[src/rtl/pcs_rx_oset_decode.sv]
// 1000BASE-X PCS receive ordered-set decoder: RUDI / rx_Config_Reg for AN, /S/../T/ packet recovery.
// Optional saturating invalid-event counter enabled by defining PCS_RX_ERR_CNT_EN.
module pcs_rx_oset_decode #(
    parameter int ERR_CNT_W      = 16,
    parameter bit SOP_AFTER_IDLE = 1'b1
) (
    input  logic                 clk,
    input  logic                 reset,
    input  logic [7:0]           rx_data,
    input  logic                 rx_is_k,
    input  logic                 rx_valid,
    input  logic                 rx_code_err,
    input  logic                 sync_status,
    output logic [1:0]           RUDI,
    output logic [15:0]          rx_Config_Reg,
    output logic                 rx_cfg_valid,
    output logic [7:0]           rxd,
    output logic                 rx_dv,
    output logic                 rx_er,
    output logic [ERR_CNT_W-1:0] err_cnt
);

    localparam logic [7:0] K28_5 = 8'hBC;
    localparam logic [7:0] D21_5 = 8'hB5;
    localparam logic [7:0] D2_2  = 8'h42;
    localparam logic [7:0] D5_6  = 8'hC5;
    localparam logic [7:0] D16_2 = 8'h50;
    localparam logic [7:0] K27_7 = 8'hFB;
    localparam logic [7:0] K29_7 = 8'hFD;

    typedef enum logic [2:0] {
        WAIT_K,
        GOT_K,
        CFG_LO,
        CFG_HI,
        RX_PKT
    } state_t;

    state_t      state, state_n;
    logic [7:0]  cfg_lo, cfg_lo_n;
    logic [1:0]  rudi_n;
    logic [15:0] cfg_n;
    logic        cfg_valid_n;
    logic [7:0]  rxd_n;
    logic        dv_n;
    logic        er_n;
    logic        invalid;
    logic        sop_ok;

    assign sop_ok = !SOP_AFTER_IDLE || (RUDI == 2'b01);

    always_ff @(posedge clk or posedge reset) begin
        if (reset) begin
            state         <= WAIT_K;
            cfg_lo        <= 8'h00;
            RUDI          <= 2'b00;
            rx_Config_Reg <= 16'h0000;
            rx_cfg_valid  <= 1'b0;
            rxd           <= 8'h00;
            rx_dv         <= 1'b0;
            rx_er         <= 1'b0;
        end else begin
            state         <= state_n;
            cfg_lo        <= cfg_lo_n;
            RUDI          <= rudi_n;
            rx_Config_Reg <= cfg_n;
            rx_cfg_valid  <= cfg_valid_n;
            rxd           <= rxd_n;
            rx_dv         <= dv_n;
            rx_er         <= er_n;
        end
    end

    // Loss of sync wins over everything; otherwise only qualified code-groups advance the FSM.
    always_comb begin
        state_n     = state;
        cfg_lo_n    = cfg_lo;
        rudi_n      = RUDI;
        cfg_n       = rx_Config_Reg;
        cfg_valid_n = 1'b0;
        rxd_n       = rxd;
        dv_n        = 1'b0;
        er_n        = 1'b0;
        invalid     = 1'b0;

        if (!sync_status) begin
            state_n = WAIT_K;
            rudi_n  = 2'b11;
        end else if (rx_valid) begin
            case (state)
                WAIT_K: begin
                    if (rx_is_k && !rx_code_err && rx_data == K28_5) begin
                        state_n = GOT_K;
                    end else if (rx_is_k && !rx_code_err && rx_data == K27_7 && sop_ok) begin
                        state_n = RX_PKT;
                    end else begin
                        invalid = 1'b1;
                    end
                end
                GOT_K: begin
                    if (rx_code_err) begin
                        invalid = 1'b1;
                        state_n = WAIT_K;
                    end else if (!rx_is_k && (rx_data == D21_5 || rx_data == D2_2)) begin
                        state_n = CFG_LO;
                    end else if (!rx_is_k && (rx_data == D5_6 || rx_data == D16_2)) begin
                        rudi_n  = 2'b01;
                        state_n = WAIT_K;
                    end else if (rx_is_k && rx_data == K28_5) begin
                        invalid = 1'b1;
                    end else begin
                        invalid = 1'b1;
                        state_n = WAIT_K;
                    end
                end
                CFG_LO, CFG_HI: begin
                    if (rx_is_k || rx_code_err) begin
                        invalid = 1'b1;
                        state_n = (rx_is_k && rx_data == K28_5) ? GOT_K : WAIT_K;
                    end else if (state == CFG_LO) begin
                        cfg_lo_n = rx_data;
                        state_n  = CFG_HI;
                    end else begin
                        cfg_n       = {rx_data, cfg_lo};
                        rudi_n      = 2'b10;
                        cfg_valid_n = 1'b1;
                        state_n     = WAIT_K;
                    end
                end
                RX_PKT: begin
                    invalid = rx_code_err;
                    if (!rx_is_k) begin
                        rxd_n = rx_data;
                        dv_n  = 1'b1;
                        er_n  = rx_code_err;
                    end else if (rx_data == K29_7) begin
                        state_n = WAIT_K;
                    end else if (rx_data == K28_5) begin
                        er_n    = 1'b1;
                        invalid = 1'b1;
                        state_n = GOT_K;
                    end else begin
                        rxd_n = rx_data;
                        dv_n  = 1'b1;
                        er_n  = 1'b1;
                    end
                end
                default: state_n = WAIT_K;
            endcase
            if (invalid) begin
                rudi_n = 2'b11;
            end
        end
    end

`ifdef PCS_RX_ERR_CNT_EN
    logic                 sync_q;
    logic                 count_inc;
    logic [ERR_CNT_W-1:0] err_cnt_q;

    // A sync loss counts once, on its falling edge, not for every cycle it stays low.
    assign count_inc = invalid || (sync_q && !sync_status);

    always_ff @(posedge clk or posedge reset) begin
        if (reset) begin
            sync_q    <= 1'b0;
            err_cnt_q <= '0;
        end else begin
            sync_q <= sync_status;
            if (count_inc && err_cnt_q != {ERR_CNT_W{1'b1}}) begin
                err_cnt_q <= err_cnt_q + {{(ERR_CNT_W-1){1'b0}}, 1'b1};
            end
        end
    end

    assign err_cnt = err_cnt_q;
`else
    assign err_cnt = '0;
`endif

endmodule
[config.mk]
export PLATFORM = sky130hd
export DESIGN_NAME = pcs_rx_oset_decode
export DESIGN_NICKNAME = d
export VERILOG_FILES = /design/src/rtl/pcs_rx_oset_decode.sv
export SDC_FILE = /design/constraint.sdc
export NUM_CORES = 1
export LEC_CHECK = 0
export CAP_MARGIN = 20
export CORE_MARGIN = 2
export CORE_UTILIZATION = 45
export DETAILED_ROUTE_END_ITERATION = 8
export PLACE_DENSITY_LB_ADDON = 0.15
export SYNTH_ARGS = -nofsm -noshare
export SYNTH_HDL_FRONTEND = slang
export SYNTH_SLANG_ARGS = --single-unit
export TNS_END_PERCENT = 20
[constraint.sdc]
create_clock -name clk -period 2.4 [get_ports clk]
set_clock_uncertainty 0.15 [all_clocks]
set_input_delay 0.72 -clock clk [delete_from_list [all_inputs] [get_ports clk]]
set_output_delay 0.72 -clock clk [all_outputs]
set_load 0.01 [all_outputs]
==> out/qor.txt <==
CLOCKING
---------------------------------------------------------------------------------
Number of levels the H-tree was split into                                      2
Buffer cell driving the clock tree root                              sky130_fd_sc_hd__clkbuf_8
Hold_buf cts                                                                    0
Clock Tree Buf Depth                                                            2
Clock latency on the worst-skew pair                                      0.28 ns
Number of clock sinks seen by CTS                                              40
Num CTS Buffers                                                                 5
TritonCTS clock tree                                                        built
Clock-pin transition on the worst setup and hold timing paths             0.07 ns

GLOBAL ROUTE
---------------------------------------------------------------------------------
Global route overflow                                                           0
Pin count of the biggest net entering global routing                           41
Via count of the first global-routing pass                                  1,623
Initial antenna violation count                                                 0
Gr usage total                                                              20.4%
Wire length of the first global-routing pass                              8.14 mm

WORST HOLD PATH
---------------------------------------------------------------------------------
Count of cells along the worst hold path                                        1
Origin of the worst min-delay path                                      cfg_lo[1]
Path class of the lowest-slack min-delay path                             reg2reg
Hold Path End                                                        rx_Config_Reg[1]

TIMING
---------------------------------------------------------------------------------
Max-slew violation count                                                        0
Period utilisation layout                                                   96.8%
Final-report setup violation count                                              0
RSZ-0062 raised after global routing                                        false
Hold Fails Final Rpt                                                            0
Final min period                                                          2.32 ns
Final worst hold slack                                                   0.359 ns
Max Freq                                                                  430 MHz

PWR
---------------------------------------------------------------------------------
Power per cell area                                                    438 mW/mm2
Reported leakage power                                                    1.39 nW
Maximum vdd ir drop                                                    0.000316 V

SYNTH
---------------------------------------------------------------------------------
Synth cell types                                                               48
Number of warning messages in the yosys log                                     0
Mapped cell area                                                      0.00212 mm2
Ys flop type                                                         sky130_fd_sc_hd__dfrtp_1
Seq/Total Area, Yosys                                                       47.3%
Fraction of synthesis flops using an asynchronous set or reset pin           100%
Mean cell area of the mapped netlist                                     12.3 um2
Post-synth EDFFs                                                                0
Instance count of the mapped netlist                                          172
Number of synthesized register bits                                            40

RUN STATUS
---------------------------------------------------------------------------------
Outcome                                                              finished clean

PLACED DESIGN
---------------------------------------------------------------------------------
Count of buffers inserted at the top-level ports                               42
Cell Area, Placed                                                     0.00273 mm2
Detailed placement HPWL                                                   3.62 mm
RD Place Congestion                                                         0.983

CRITICAL PATH
---------------------------------------------------------------------------------
Setup crit start kind                                                   input pin
Type of the setup path with the least slack                                in2reg
Data arrival time of the worst path                                       2.39 ns
Critical path capture point type                                         register
Required time worst endpoint                                              2.46 ns
Endpoint of the most critical register-to-register path                 cfg_lo[1]
Worst R2R Setup Slack                                                     0.52 ns
Worst Path Max Fanout                                                           7
Worst Reg-to-Reg Cells                                                          5
Launch instance of the worst register-to-register path                   state[0]

LAYOUT
---------------------------------------------------------------------------------
Share of layout cells above drive strength 1                                34.7%
Antenna diode count                                                             0
Area growth from synthesis to layout                                        34.8%
Finished layout cell area                                             0.00285 mm2
Fill cell total of the finished layout                                        343
Post-layout nets                                                              259

ROUTE
---------------------------------------------------------------------------------
Detailed Route WL                                                         4.91 mm
Drc violations                                                                  0
Post-route antenna net violation count                                          0
Number of iterations in the first detailed-routing pass                         4
Detailed router's first-iteration violation count                             147
Routed wire per std cell                                                  16.5 um
Total number of vias                                                        1,591
Via count normalized by instance count                                       5.36

FLOORPLANNING
---------------------------------------------------------------------------------
Height of the die                                                         72.6 um
Die Span X                                                                72.6 um
Die Area                                                              0.00527 mm2
Number of primary I/O pins                                                     59
Row cnt                                                                        24
Std-Cell Core Area                                                    0.00444 mm2
Starting Density                                                            47.6%

RUN
---------------------------------------------------------------------------------
Max Cap Viol                                                                    0

state kept, by name, indices dropped and copies added, names as in the netlist:
| name | cells |
|---|---|
| RUDI | 2 |
| cfg_lo | 8 |
| rx_Config_Reg | 16 |
| rx_cfg_valid | 1 |
| rx_dv | 1 |
| rx_er | 1 |
| rxd | 8 |
| state | 3 |
worst max path at each step:
stage / start / to / slack [ns] / cells past startpoint
2_1_floorplan: rx_data[4] / rxd[0] / 0.004 / 6
3_3_place_gp: rx_data[1] / rxd[5] / -0.47 / 6
3_5_place_dp: rx_data[1] / rxd[4] / -0.50 / 6
4_1_cts: rx_code_err / RUDI[1] / 0.08 / 7
5_1_grt: rx_code_err / RUDI[1] / 0.02 / 7
6_report: rx_data[6] / state[2] / 0.08 / 7
kinds of logic (layout without fill, tap and decap cells):
| family | count (synthesis) | in the layout | share of synthesized area (%) |
|---|---|---|---|
| other cells | 1 | 16 | 0.177 |
| flops | 40 | 40 | 47.3 |
| buf+inv | 32 | 89 | 9.40 |
| compound gates | 25 | 25 | 9.11 |
| simple gates | 40 | 41 | 14.7 |
| xor+xnor | 2 | 2 | 0.828 |
| mux | 32 | 32 | 18.5 |
cell usage after synthesis, types with 2 or more instances:
library cell | count | area (um2)
sky130_fd_sc_hd__xor2_1 | 2 | 17.5
sky130_fd_sc_hd__dfrtp_1 | 40 | 1000
sky130_fd_sc_hd__buf_2 | 3 | 15.0
sky130_fd_sc_hd__nor2_1 | 6 | 22.5
sky130_fd_sc_hd__buf_4 | 18 | 135
sky130_fd_sc_hd__o31ai_1 | 2 | 15.0
sky130_fd_sc_hd__a211oi_1 | 3 | 22.5
sky130_fd_sc_hd__a311oi_1 | 2 | 17.5
sky130_fd_sc_hd__nand2_1 | 2 | 7.51
sky130_fd_sc_hd__o21ai_0 | 4 | 20.0
sky130_fd_sc_hd__a21oi_1 | 3 | 15.0
sky130_fd_sc_hd__nor3_1 | 4 | 20.0
sky130_fd_sc_hd__nand3_1 | 3 | 15.0
sky130_fd_sc_hd__nor4b_4 | 2 | 47.6
sky130_fd_sc_hd__nand3b_1 | 2 | 15.0
sky130_fd_sc_hd__nand2b_1 | 2 | 12.5
sky130_fd_sc_hd__mux2_2 | 24 | 270
sky130_fd_sc_hd__nor3b_1 | 2 | 15.0
sky130_fd_sc_hd__and2_1 | 2 | 12.5
sky130_fd_sc_hd__mux2_4 | 8 | 120
sky130_fd_sc_hd__inv_1 | 10 | 37.5
sky130_fd_sc_hd__and3_1 | 2 | 12.5
layer usage:
layer / part of all wire (%) / GRT usage [%] / up-vias
met5: 0 / 0 / -
met4: 1.5 / 6.79 / 0
met3: 6.3 / 4.83 / 8
met2: 49 / 33.5 / 62
met1: 43 / 26.6 / 786
li1: - / - / 735
final cells by class:
class / instances / area, um2 / share of cell area, %
multi-input cells: 116 / 1020 / 35.7
well taps: 52 / 65.1 / 2.28
repair buffers: 72 / 652 / 22.9
flip-flops and latches: 40 / 1000 / 35.1
clock inverters: 1 / 5.00 / 0.176
inverters: 10 / 37.5 / 1.32
clock buffers: 6 / 72.6 / 2.54
metrics by stage:
| stage | setup slack, ns | util, % | cells | total power [mW] | setup TNS, ns |
|---|---|---|---|---|---|
| floorplan | 0.00365 | - | 187 | 0.786 | 0 |
| global placement | -0.466 | 61.3 | 288 | 0.840 | -10.32 |
| detailed placement | -0.497 | 61.3 | 288 | 0.842 | -10.60 |
| CTS | 0.0815 | 63.8 | 297 | 1.26 | 0 |
| global route | 0.0201 | 64.2 | 297 | 1.31 | 0 |
| finish | 0.0757 | 64.2 | 297 | 1.25 | 0 |
timing repair:
item                       in CTS  in global routing
cloned                          1                  0
pin swaps                       7                  0
setup endpoints to repair      20                  4
setup buffers                   1                  0
resized for setup              12                  2
power by group:
group	total [mW]	switching, mW	internal (mW)
registers	0.690	0.00580	0.684
logic	0.140	0.0754	0.0642
clock network	0.420	0.222	0.198
total	1.25	0.303	0.946
critical path, stage by stage:
cell and delay (ns):
sky130_fd_sc_hd__dlygate4sd2_1 0.24, sky130_fd_sc_hd__buf_6 0.13, sky130_fd_sc_hd__nor4b_4 0.34, sky130_fd_sc_hd__a22o_2 0.23, sky130_fd_sc_hd__o211ai_2 0.09, sky130_fd_sc_hd__or4_1 0.48, sky130_fd_sc_hd__a21oi_1 0.14
placed cells by master, fill, tap and decap left out, drive strengths merged, types with 3 or more instances in the layout:
cell            n
dfrtp          40
clkdlybuf4s50  34
mux2           32
buf            30
conb           16
inv            10
dlygate4sd2     8
nor2            6
clkbuf          6
o21ai           4
nor3            4
a211oi          3
a21oi           3
nand3           3
No activity file was read; power rests on OpenSTA's default activity.
